`src/rtl/sweep_scheduler.sv`:
```
// -----------------------------------------------------------------------------
// sweep_scheduler
//
// Frequency-sweep sequencer feeding the DDS phase accumulator. A sweep steps a
// frequency from a start value to a stop value in fixed increments. Each value
// is offered to the DDS over a valid/ready handshake and, once accepted, held
// for a programmable dwell before the next value is offered.
//
// Ports
//   clk, rst_n        system clock, asynchronous active-low reset
//   cfg_start_freq    first frequency of the sweep
//   cfg_stop_freq     end frequency of the sweep
//   cfg_step          frequency increment per step (0 = single-point sweep)
//   cfg_dwell         cycles each value is held after acceptance (0 acts as 1)
//   cfg_mode          00 single, 01 repeat, 10 up-down, 11 single
//   start             one-cycle pulse, begins a sweep when idle
//   abort             one-cycle pulse, ends a sweep (wins over start)
//   inc_ready         DDS accepts freq_out/phase_inc this cycle
//   inc_valid         freq_out/phase_inc hold a new value
//   freq_out          current sweep frequency
//   phase_inc         freq_out * INC_SCALE, truncated to PINC_W
//   busy              sweep in progress
//   done              one-cycle pulse at the end of a single sweep
//   state_dbg         FSM state: 0 IDLE, 1 PRESENT, 2 DWELL
//
// Handshake: a value transfers on every cycle where inc_valid and inc_ready
// are both high. While inc_valid is high and inc_ready is low, freq_out and
// phase_inc do not change and inc_valid stays high. inc_valid never depends
// combinationally on inc_ready.
// -----------------------------------------------------------------------------
module sweep_scheduler #(
  parameter int FREQ_W    = 16,
  parameter int DWELL_W   = 24,
  parameter int INC_SCALE = 2,
  parameter int PINC_W    = 20
) (
  input  logic               clk,
  input  logic               rst_n,
  input  logic [FREQ_W-1:0]  cfg_start_freq,
  input  logic [FREQ_W-1:0]  cfg_stop_freq,
  input  logic [FREQ_W-1:0]  cfg_step,
  input  logic [DWELL_W-1:0] cfg_dwell,
  input  logic [1:0]         cfg_mode,
  input  logic               start,
  input  logic               abort,
  input  logic               inc_ready,
  output logic               inc_valid,
  output logic [FREQ_W-1:0]  freq_out,
  output logic [PINC_W-1:0]  phase_inc,
  output logic               busy,
  output logic               done,
  output logic [1:0]         state_dbg
);

  typedef enum logic [1:0] {
    S_IDLE    = 2'd0,
    S_PRESENT = 2'd1,
    S_DWELL   = 2'd2
  } state_e;

  localparam logic [1:0]         MODE_REPEAT = 2'b01;
  localparam logic [1:0]         MODE_UPDOWN = 2'b10;
  localparam logic [PINC_W-1:0]  SCALE       = PINC_W'(INC_SCALE);
  localparam logic [DWELL_W-1:0] DWELL_ONE   = DWELL_W'(1);

  state_e              state_q, state_d;
  logic [FREQ_W-1:0]   sw_start_q, sw_start_d;
  logic [FREQ_W-1:0]   sw_stop_q, sw_stop_d;
  logic [FREQ_W-1:0]   sw_step_q, sw_step_d;
  logic [DWELL_W-1:0]  sw_dwell_q, sw_dwell_d;
  logic [1:0]          sw_mode_q, sw_mode_d;
  logic                dir_up_q, dir_up_d;
  logic [FREQ_W-1:0]   cur_q, cur_d;
  logic [PINC_W-1:0]   pinc_q, pinc_d;
  logic [DWELL_W-1:0]  dwell_cnt_q, dwell_cnt_d;
  logic                done_q, done_d;
  logic                load_cur;
  logic [FREQ_W-1:0]   next_freq;

  // One step from cur toward target, clamped at target. Done one bit wider
  // so neither the sum nor the difference can wrap.
  function automatic logic [FREQ_W-1:0] step_toward(
    input logic [FREQ_W-1:0] cur,
    input logic [FREQ_W-1:0] target,
    input logic [FREQ_W-1:0] step,
    input logic              up
  );
    logic [FREQ_W:0] sum;
    logic [FREQ_W:0] diff;
    sum  = {1'b0, cur} + {1'b0, step};
    diff = {1'b0, cur} - {1'b0, target};
    if (up) begin
      step_toward = (sum >= {1'b0, target}) ? target : sum[FREQ_W-1:0];
    end else begin
      step_toward = (diff <= {1'b0, step}) ? target : (cur - step);
    end
  endfunction

  always_comb begin
    state_d     = state_q;
    sw_start_d  = sw_start_q;
    sw_stop_d   = sw_stop_q;
    sw_step_d   = sw_step_q;
    sw_dwell_d  = sw_dwell_q;
    sw_mode_d   = sw_mode_q;
    dir_up_d    = dir_up_q;
    dwell_cnt_d = dwell_cnt_q;
    done_d      = 1'b0;
    load_cur    = 1'b0;
    next_freq   = cur_q;

    case (state_q)
      S_IDLE: begin
        if (start && !abort) begin
          sw_start_d = cfg_start_freq;
          // A zero step can never reach a distinct stop value, so collapse
          // the sweep to its start point.
          sw_stop_d  = (cfg_step == '0) ? cfg_start_freq : cfg_stop_freq;
          sw_step_d  = cfg_step;
          sw_dwell_d = cfg_dwell;
          sw_mode_d  = cfg_mode;
          dir_up_d   = (cfg_start_freq <= cfg_stop_freq);
          next_freq  = cfg_start_freq;
          load_cur   = 1'b1;
          state_d    = S_PRESENT;
        end
      end

      S_PRESENT: begin
        if (abort) begin
          state_d = S_IDLE;
        end else if (inc_ready) begin
          dwell_cnt_d = (sw_dwell_q == '0) ? DWELL_ONE : sw_dwell_q;
          state_d     = S_DWELL;
        end
      end

      S_DWELL: begin
        if (abort) begin
          dwell_cnt_d = '0;
          state_d     = S_IDLE;
        end else if (dwell_cnt_q <= DWELL_ONE) begin
          dwell_cnt_d = '0;
          state_d     = S_PRESENT;
          load_cur    = 1'b1;
          if (cur_q != sw_stop_q) begin
            next_freq = step_toward(cur_q, sw_stop_q, sw_step_q, dir_up_q);
          end else begin
            case (sw_mode_q)
              MODE_REPEAT: next_freq = sw_start_q;
              MODE_UPDOWN: begin
                // Endpoints swap and the first value of the new leg is one
                // step away from the endpoint just presented.
                sw_start_d = sw_stop_q;
                sw_stop_d  = sw_start_q;
                dir_up_d   = !dir_up_q;
                next_freq  = step_toward(cur_q, sw_start_q, sw_step_q, !dir_up_q);
              end
              default: begin
                load_cur = 1'b0;
                done_d   = 1'b1;
                state_d  = S_IDLE;
              end
            endcase
          end
        end else begin
          dwell_cnt_d = dwell_cnt_q - DWELL_ONE;
        end
      end

      default: state_d = S_IDLE;
    endcase

    // freq_out and phase_inc always update together so the DDS never sees a
    // mismatched pair.
    cur_d  = load_cur ? next_freq : cur_q;
    pinc_d = load_cur ? (PINC_W'(next_freq) * SCALE) : pinc_q;
  end

  always_ff @(posedge clk or negedge rst_n) begin
    if (!rst_n) begin
      state_q     <= S_IDLE;
      sw_start_q  <= '0;
      sw_stop_q   <= '0;
      sw_step_q   <= '0;
      sw_dwell_q  <= '0;
      sw_mode_q   <= '0;
      dir_up_q    <= 1'b0;
      cur_q       <= '0;
      pinc_q      <= '0;
      dwell_cnt_q <= '0;
      done_q      <= 1'b0;
    end else begin
      state_q     <= state_d;
      sw_start_q  <= sw_start_d;
      sw_stop_q   <= sw_stop_d;
      sw_step_q   <= sw_step_d;
      sw_dwell_q  <= sw_dwell_d;
      sw_mode_q   <= sw_mode_d;
      dir_up_q    <= dir_up_d;
      cur_q       <= cur_d;
      pinc_q      <= pinc_d;
      dwell_cnt_q <= dwell_cnt_d;
      done_q      <= done_d;
    end
  end

  assign inc_valid = (state_q == S_PRESENT);
  assign busy      = (state_q != S_IDLE);
  assign done      = done_q;
  assign freq_out  = cur_q;
  assign phase_inc = pinc_q;
  assign state_dbg = state_q;

endmodule

```
`config.mk`:
```
export PLATFORM = sky130hd
export DESIGN_NAME = sweep_scheduler
export DESIGN_NICKNAME = d
export VERILOG_FILES = /design/src/rtl/sweep_scheduler.sv
export SDC_FILE = /design/constraint.sdc
export NUM_CORES = 1
export LEC_CHECK = 0
export CORE_AREA = 2 2 254 193
export CTS_CLUSTER_DIAMETER = 50
export DETAILED_ROUTE_END_ITERATION = 7
export DIE_AREA = 0 0 256 195
export REMOVE_ABC_BUFFERS = 1
export SLEW_MARGIN = 15
export SYNTH_ARGS = -nofsm -noshare
export SYNTH_HDL_FRONTEND = slang
export SYNTH_SLANG_ARGS = --single-unit
```
`constraint.sdc`:
```
create_clock -name clk -period 9.11 [get_ports clk]
set_clock_uncertainty 0.05 [all_clocks]
set_input_delay 1.3665 -clock clk [delete_from_list [all_inputs] [get_ports clk]]
set_output_delay 1.3665 -clock clk [all_outputs]
set_load 0.05 [all_outputs]
```
**Yosys cells after proc, flatten, opt, wreduce, memory -nomap -nowiden**

Cells that the tools add are included.

- Reduce and logical (&&, ||, !) cells: 15
- Muxes and demuxes: 55
- Magnitude comparators: 6
- Add/sub/neg operators: 5
- Equal/unequal tests: 15

Operators by type and width:

| kind | number |
|---|---|
| 16-bit 2-to-1 mux | 20 |
| 16-bit one-hot mux with 2 select lines | 4 |
| 24-bit 2-to-1 mux | 5 |
| 24-bit one-hot mux with 2 select lines | 1 |
| 17-bit by 16-bit greater-or-equal comparator with 1-bit output | 2 |
| 17-bit by 16-bit <= comparator with 1-bit output | 2 |
| 16-bit by 16-bit subtractor with 17-bit output | 2 |
| 24-bit by 1-bit <= comparator with 1-bit output (second input constant) | 1 |
| 24-bit zero test | 1 |
| 24-bit by 1-bit subtractor with 24-bit output (second input constant) | 1 |
| 16-bit by 16-bit adder with 17-bit output | 1 |
| 1-bit 2-to-1 mux | 17 |
| 16-bit <= comparator | 1 |
| 16-bit zero test | 1 |
| 16-bit != test | 1 |
| 16-bit subtractor | 1 |
| 2-bit != test (second input constant) | 6 |
| 6-bit AND reduction | 2 |
| 2-bit 2-to-1 mux | 5 |
| 3-bit != test (second input constant) | 2 |
| 2-bit one-hot mux with 3 select lines | 1 |
| 3-bit AND reduction | 2 |
| 2-bit nonzero test | 3 |
| 2-bit by 1-bit equality test with 1-bit output (second input constant) | 2 |
| 9 further kinds | 12 |

- Word-level logic and storage cells: 106
- Register bits after elaboration: 118
- Output and inout port bits: 41
- Input port bits: 79

**Depth between registers and ports, before layout**

Gate-level depths: netlist (run 1).

- Word-level depth: 9
- Gate-level depth with buffers: 24
- Gate-level depth less buffers: 22

**Worst setup path before layout (run 1)**

Ideal clock, no wire load.

- Path type: flip-flop to flip-flop
- Start: register cur_q[1] (netlist: freq_out[1])
- End: register cur_q[15] (netlist: freq_out[15])
- Arrival: 4.630 ns
- Cell stages (with the launch flop): 23
- Library setup time: 0.121 ns
- Period minus slack after synthesis: 4.801 ns
- Path slack: 4.309 ns
- Buffers on the path: 1
- Required time: 8.939 ns
- Path through: dfrtp_1 -> inv_1 -> fa_1 -> nor2b_1 -> o2111ai_1 -> a31oi_1 -> a21o_1 -> a21o_1 -> a31oi_1 -> o21bai_1 -> a21oi_1 -> xnor2_1 -> ha_1 -> nand2_1 -> nor3_1 -> o21ai_0 -> a311oi_1 -> a21o_1 -> buf_2 -> o21ai_0 -> a222oi_1 -> nor2_1 -> o22a_1

- Word-level cells in the longest chain between the ends: 9
- Elaborated cells on any way between the ends: 26

RTL lines:

| item | line | text |
|---|---|---|
| start, declared | 73 | `logic [FREQ_W-1:0] cur_q, cur_d;` |
| start signal, assigned | 201 | `cur_q <= cur_d;` |
| 16-bit by 16-bit adder with 17-bit output / 16-bit by 16-bit subtractor with 17-bit output (equally long branches) | 90, 91 |  |
| 17-bit by 16-bit greater-or-equal comparator with 1-bit output / 17-bit by 16-bit <= comparator with 1-bit output (equally long branches) | 93, 95 |  |
| 16-bit 2-to-1 mux (on tied branches) | 93, 95 |  |
| 16-bit 2-to-1 mux | 92 | `if (up) begin` |
| 16-bit one-hot mux with 2 select lines | 149 | `case (sw_mode_q)` |
| 16-bit 2-to-1 mux | 146 | `if (cur_q != sw_stop_q) begin` |
| 16-bit 2-to-1 mux | 142 | `end else if (dwell_cnt_q <= DWELL_ONE) begin` |
| 16-bit 2-to-1 mux | 139 | `if (abort) begin` |
| 16-bit one-hot mux with 2 select lines | 112 | `case (state_q)` |

Parallel ways exist; a longest one is shown, timed or not. The select of a mux whose other input is x is not followed.
A chain may end at the register's enable or synchronous reset.

**Final worst setup path (run 1)**

- Start: register cur_q[1] (netlist: freq_out[1])
- End: register cur_q[8] (netlist: freq_out[8])

The elaborated chain is that of the path after synthesis.

==> results of run 1 <==
worst max-delay path: cells and delay by family (launching register included):
kind | cells | cell delay, ps
compound gates | 13 | 3630
simple gates | 4 | 940
fa+ha+maj | 2 | 700
flops | 1 | 570
xor+xnor | 1 | 110
power by group:
group          switching [mW]  internal (mW)  total, mW  leakage [nW]
combinational            2.12           1.35       3.47          4.29
sequential              0.198          0.668      0.866          1.44
clock                   0.268          0.404      0.671         0.267
flip-flops by register name, summed over array words and instances (netlist names):
name,cells
sw_dwell_q,24
freq_out,16
dwell_cnt_q,24
sw_stop_q,16
sw_start_q,16
state_dbg,2
done,1
sw_mode_q,2
dir_up_q,1
sw_step_q,16
layout by cell type (no fill, tap or decap), types with 35 or more instances in the layout:
cell type | Yosys | routed
ha_1 | 146 | 146
nor2_1 | 128 | 127
dfrtp_1 | 118 | 118
o21ai_0 | 115 | 114
clkdlybuf4s50_1 | 0 | 114
nand2_1 | 112 | 112
a21oi_1 | 111 | 111
inv_1 | 98 | 98
mux2i_1 | 47 | 47
xnor2_1 | 35 | 35
layer usage:
layer | track usage, % | vias up
met4 | 4.483 | 6
li1 | - | 5360
met1 | 23.89 | 5500
met2 | 25.47 | 422
met5 | 0 | -
met3 | 3.803 | 57
cell families after synthesis:
kind of cell               synth area share (%)
adders and majority gates                 16.22
buffers and inverters                     6.842
xor gates and xnor gates                  3.426
other                                   0.03189
DFF                                       25.11
and+or+nand+nor                           17.32
muxes                                     6.970
AOI/OAI and AO/OA                         24.08
final cells by class:
type / count / area [sq um]
Inverter: 99 / 371.6
Sequential cell: 118 / 2953
Clock inverter: 10 / 107.6
Fill cell: 5023 / 33240
Multi-Input combinational cell: 1138 / 8040
Timing Repair Buffer: 129 / 1261
Tap cell: 639 / 799.5
Clock buffer: 20 / 446.7
worst max path at each step:
stage                             from       endpoint  slack (ps)  cells past startpoint
after floorplan            freq_out[0]  sw_start_q[1]        3220                      9
after global placement    sw_step_q[1]    freq_out[0]        3400                     16
after detailed placement   freq_out[1]    freq_out[8]        3300                     20
after CTS                  freq_out[1]    freq_out[8]        3270                     20
after global routing       freq_out[1]    freq_out[8]        2810                     20
final                      freq_out[1]    freq_out[8]        3030                     20
stage by stage:
stage               instance area (sq um)  hold slack (ps)
floorplan                           11340            383.4
global placement                    13410            403.8
detailed placement                  13410            423.2
CTS                                 13960            434.6
global route                        13980            454.7
finish                              13980            441.6
==> results.json, run 1 <==
{
  "io_pins": 120,
  "routed.top_layer": "met5",
  "drt_iter0_markers": 1103,
  "cp_common_cell": "a21oi_1",
  "synth_edf_count": 0,
  "ys_top_cells_by_count": "146 x ha_1, 128 x nor2_1, 118 x dfrtp_1",
  "ir_drop_uv": 132.7,
  "wl_met3_um": 3155,
  "finalHoldViolCount": 0,
  "ant_nets": 0,
  "synth_most_common_cell": "ha_1",
  "max-clock-path-buffers": 2,
  "vias_per_cell": 5.269,
  "grt_overflow": 0,
  "dpl.cell_count": 2122,
  "setup_ws_ps": 3034,
  "r2r_end": "freq_out[8]",
  "hold_end": "dwell_cnt_q[15]",
  "slowest_delay_ps": 910,
  "dieArea_sq_mm": 0.04992,
  "rr_startpoint": "freq_out[1]",
  "grt_max_degree": 74,
  "dr_wl_met2_um": 18530,
  "seq_area_frac_synth_pct": 25.11,
  "portBuffers": 115,
  "async_flop_share_pct": 100.0,
  "critical_path.endpoint_type": "flop",
  "synth_seq_cells": 118,
  "cp.arrival_ps": 6390,
  "htree_levels": 4,
  "r2r_slack_ps": 3030,
  "grt_pass1_vias": 10900,
  "rr_worst_depth": 20,
  "yosysWarningCount": 0,
  "clock_sinks": 118,
  "min_path_cells": 2,
  "final_cells": 2153,
  "cts_resized": 0,
  "initial_utilization_pct": 24.90,
  "worst_path_max_delay_cell": "a21oi_1",
  "setup_tns_ps": 0,
  "rsz0062_at_grt": "false",
  "slew_headroom_pct": 23.30,
  "drcViolationCount": 0,
  "post_cts_buffers": 0,
  "die_h_um": 195,
  "max_freq_ghz": 0.1646,
  "diodes": 0,
  "cts_tree": "built",
  "avgSynthCellArea_sq_um": 8.206,
  "path_cells": "ha_1, nor2b_1, o21ai_0, a21boi_0, or3_1, a31o_2, o221ai_1, o2111ai_1, a21oi_1, xnor2_1, ha_1, nand4_1, nor2_1, o2bb2ai_1, a311oi_1, a21oi_1, a21oi_2, o221ai_1, o211ai_1, a21oi_1",
  "clk_pin_slew_ps": 70,
  "wl_per_cell_um": 19.84,
  "clkLatencyLatePin_ps": 440,
  "period_share_pct": 66.70,
  "hold_buffers": 0,
  "status": "completed",
  "area_delta_synth_final_pct": 18.89,
  "place_ws_ps": 3301,
  "synth_area_sq_mm": 0.01176,
  "ys.flop_type": "dfrtp_1",
  "synth.top_cell.area_share_pct": 25.11,
  "worst_slew_pin_slew_ps": 1151,
  "die_w_um": 256,
  "hold_start": "dwell_cnt_q[15]",
  "fin_util_pct": 29.60,
  "p_leak_nw": 5.993,
  "m1WireLength_um": 20140,
  "total_power_mw": 5.007,
  "nNetsFinal": 1732,
  "setup_viol": 0,
  "coreArea_sq_mm": 0.04722,
  "cp.required_ps": 9420,
  "root_buffer": "clkbuf_16",
  "vias": 11350,
  "wl_um": 42720,
  "cp_max_fo": 9,
  "finalMaxSlewViolations": 0,
  "p_per_area_mw_per_mm2": 358.2,
  "gp_congestion": 0.9890,
  "synth_area_leaders": "dfrtp_1 25%, ha_1 16%, o21ai_0 4.9%, a21oi_1 4.7%, nor2_1 4.1%",
  "crit_path_start_kind": "flop",
  "period_needed_ps": 6076,
  "synth_largest_area_cell": "dfrtp_1",
  "dpl.hpwl_um": 33510,
  "core.rowCount": 69,
  "globalRouteTotalUtil_pct": 16.81,
  "cts_buffers": 17,
  "drive_gt1_share_pct": 6.407,
  "antenna_found_initial": 3,
  "critPathKind": "reg2reg",
  "firstDrtPassIters": 5,
  "hp-class": "reg2reg",
  "netlist_instances": 1433,
  "cap_violations": 0,
  "ys_types": 81,
  "grt_pass1_wl_um": 65100
}
(Power assumes the default switching activity.)
==> run 2: changes to the inputs <==
clock period = 6 ns   (was 9.11 ns; I/O delays follow)
==> run 2 against run 1 <==
Via count is 0.60% higher. Critical path depth is 4 lower. Cell count rose by 0.42%. Non-clock buffer count up 9. Largest cell class unchanged. Hold slack lost 11 ps. Fmax up 8.8%. Power grew 53%. Utilization grew 0.17 points. Global-route usage is 0.48 points lower. Routed wire length decreased by 2.7%. Clock power is 56% higher. Sequential power rose by 54%.
==> results.json, run 2 (synthesis gave the netlist of run 1 again) <==
{
  "io_pins": 120,
  "nNetsFinal": 1741,
  "firstDrtPassIters": 5,
  "cp.required_ps": 6300,
  "drive_gt1_share_pct": 7.157,
  "final_cells": 2162,
  "cts_buffers": 17,
  "hp-class": "in2async",
  "grt_pass1_wl_um": 63750,
  "drcViolationCount": 0,
  "rsz0062_at_grt": "false",
  "die_h_um": 195,
  "diodes": 0,
  "wl_um": 41570,
  "critPathKind": "reg2reg",
  "timing.critical_path.buf_inv": 1,
  "area_delta_synth_final_pct": 19.57,
  "cp.arrival_ps": 5890,
  "drt_iter0_markers": 1049,
  "wl_per_cell_um": 19.23,
  "grt_max_degree": 74,
  "vias": 11410,
  "cp_max_fo": 10,
  "crit_path_start_kind": "flop",
  "final_cell_mix": "146 x ha_1, 127 x nor2_1, 118 x dfrtp_1",
  "grt_pass1_vias": 10820,
  "finalHoldViolCount": 0,
  "dieArea_sq_mm": 0.04992,
  "critPathTopFamily": "compound AO/OA/AOI/OAI gates",
  "gp_congestion": 0.9751,
  "htree_levels": 4,
  "max_freq_ghz": 0.1790,
  "slew_headroom_pct": 30.05,
  "vias_per_cell": 5.279,
  "p_leak_nw": 6.044,
  "clock_sinks": 118,
  "worst_path_max_delay_cell": "nand3b_1",
  "antenna_found_initial": 0,
  "coreArea_sq_mm": 0.04722,
  "max-clock-path-buffers": 2,
  "final_common_cell": "ha_1",
  "period_needed_ps": 5587,
  "dpl.hpwl_um": 32700,
  "clk_pin_slew_ps": 60,
  "slowest_delay_ps": 560,
  "period_share_pct": 93.11,
  "path_cells": "ha_1, nor4b_1, nor3_1, a21oi_1, a21oi_1, o311a_1, ha_1, a2111oi_0, o21ai_0, o31ai_1, nand3b_1, buf_4, mux2i_1, a22oi_1, o211ai_1, a31oi_1",
  "dpl.cell_count": 2132,
  "status": "completed",
  "portBuffers": 115,
  "globalRouteTotalUtil_pct": 16.32,
  "initial_utilization_pct": 24.90,
  "finalMaxSlewViolations": 0,
  "p_per_area_mw_per_mm2": 544.4,
  "top_regs": "dwell_cnt_q (24), sw_dwell_q (24)",
  "critical_path.endpoint_type": "flop",
  "ant_nets": 0,
  "hold_buffers": 0,
  "ir_drop_uv": 249.6,
  "grt_overflow": 0,
  "root_buffer": "clkbuf_16",
  "clkLatencyLatePin_ps": 430,
  "cap_violations": 0,
  "setup_viol": 0,
  "worst_slew_pin_slew_ps": 1049,
  "cts_tree": "built",
  "setup_tns_ps": 0,
  "core.rowCount": 69,
  "die_w_um": 256,
  "post_cts_buffers": 0
}
==> run 2: changes by cell type in the layout (fill, tap and decap cells not counted), sizes merged <==
cell | previous run | this run
clkbuf | 20 | 18
inv | 98 | 100
clkinv | 6 | 7
clkinvlp | 3 | 2
buf | 15 | 24
==> run 2: path summary, 6_finish.rpt <==
| path | from | end | depth (start not counted) | slack, ps |
|---|---|---|---|---|
| hold reg to reg | dwell_cnt_q[15] | dwell_cnt_q[15] | 2 | 430 |
| min in group clk | dwell_cnt_q[15] | dwell_cnt_q[15] | 2 | 430 |
| max in group asynchronous | rst_n | sw_start_q[8] | 2 | 4020 |
| setup reg to reg | freq_out[8] | freq_out[13] | 16 | 410 |
| setup / recovery | freq_out[8] | freq_out[13] | 16 | 410 |
| hold / removal | rst_n | sw_dwell_q[19] | 1 | 430 |
==> run 2: stage by stage <==
stage / total power [mW] / utilization [%] / worst slack [ps] / cell area, sq um / hold slack [ps]
global route: 8.239 / 29.77 / 112.1 / 14060 / 464.6
global placement: 6.379 / 28.55 / 472.0 / 13480 / 404.7
floorplan: 4.894 / - / 107.3 / 11340 / 383.4
detailed placement: 6.444 / 28.55 / 470.6 / 13480 / 423.0
finish: 7.654 / 29.77 / 413.4 / 14060 / 431.0
CTS: 7.537 / 29.76 / 449.6 / 14050 / 433.2
==> run 2: power by group <==
part / total (mW) / internal (mW) / switching (mW)
registers: 1.33 / 1.01 / 0.315
clock network: 1.05 / 0.618 / 0.428
logic: 5.28 / 2.12 / 3.16
==> run 2: routing by layer <==
layer / vias to the layer above / routed length [um] / global-route usage (%)
li1: 5372 / - / -
met5: - / 0 / 0
met2: 459 / 18260 / 25.25
met1: 5517 / 19450 / 23.30
met4: 0 / 861 / 4.678
met3: 65 / 3004 / 2.687
==> run 2: worst reg2reg max path, stage by stage, from the launching register on <==
cell,delay (ps)
dfrtp_1,510
ha_1,560
nor4b_1,530
nor3_1,90
a21oi_1,390
a21oi_1,80
o311a_1,420
ha_1,320
a2111oi_0,510
o21ai_0,230
o31ai_1,260
nand3b_1,560
buf_4,390
mux2i_1,130
a22oi_1,190
o211ai_1,110
a31oi_1,180
==> run 2: repair_timing <==
item,CTS,global route
setup endpoints to repair,0,1
gates resized for setup,0,1
hold endpoints to repair,0,0
==> run 2: area by class of cell <==
type | count | area, sq um
clock buffer | 18 | 439.2
clock inverter | 12 | 130.1
fill | 5008 | 33160
inverter | 99 | 371.6
multi-input combinational | 1138 | 8045
sequential | 118 | 2953
tap | 639 | 799.5
timing repair buffer | 138 | 1321
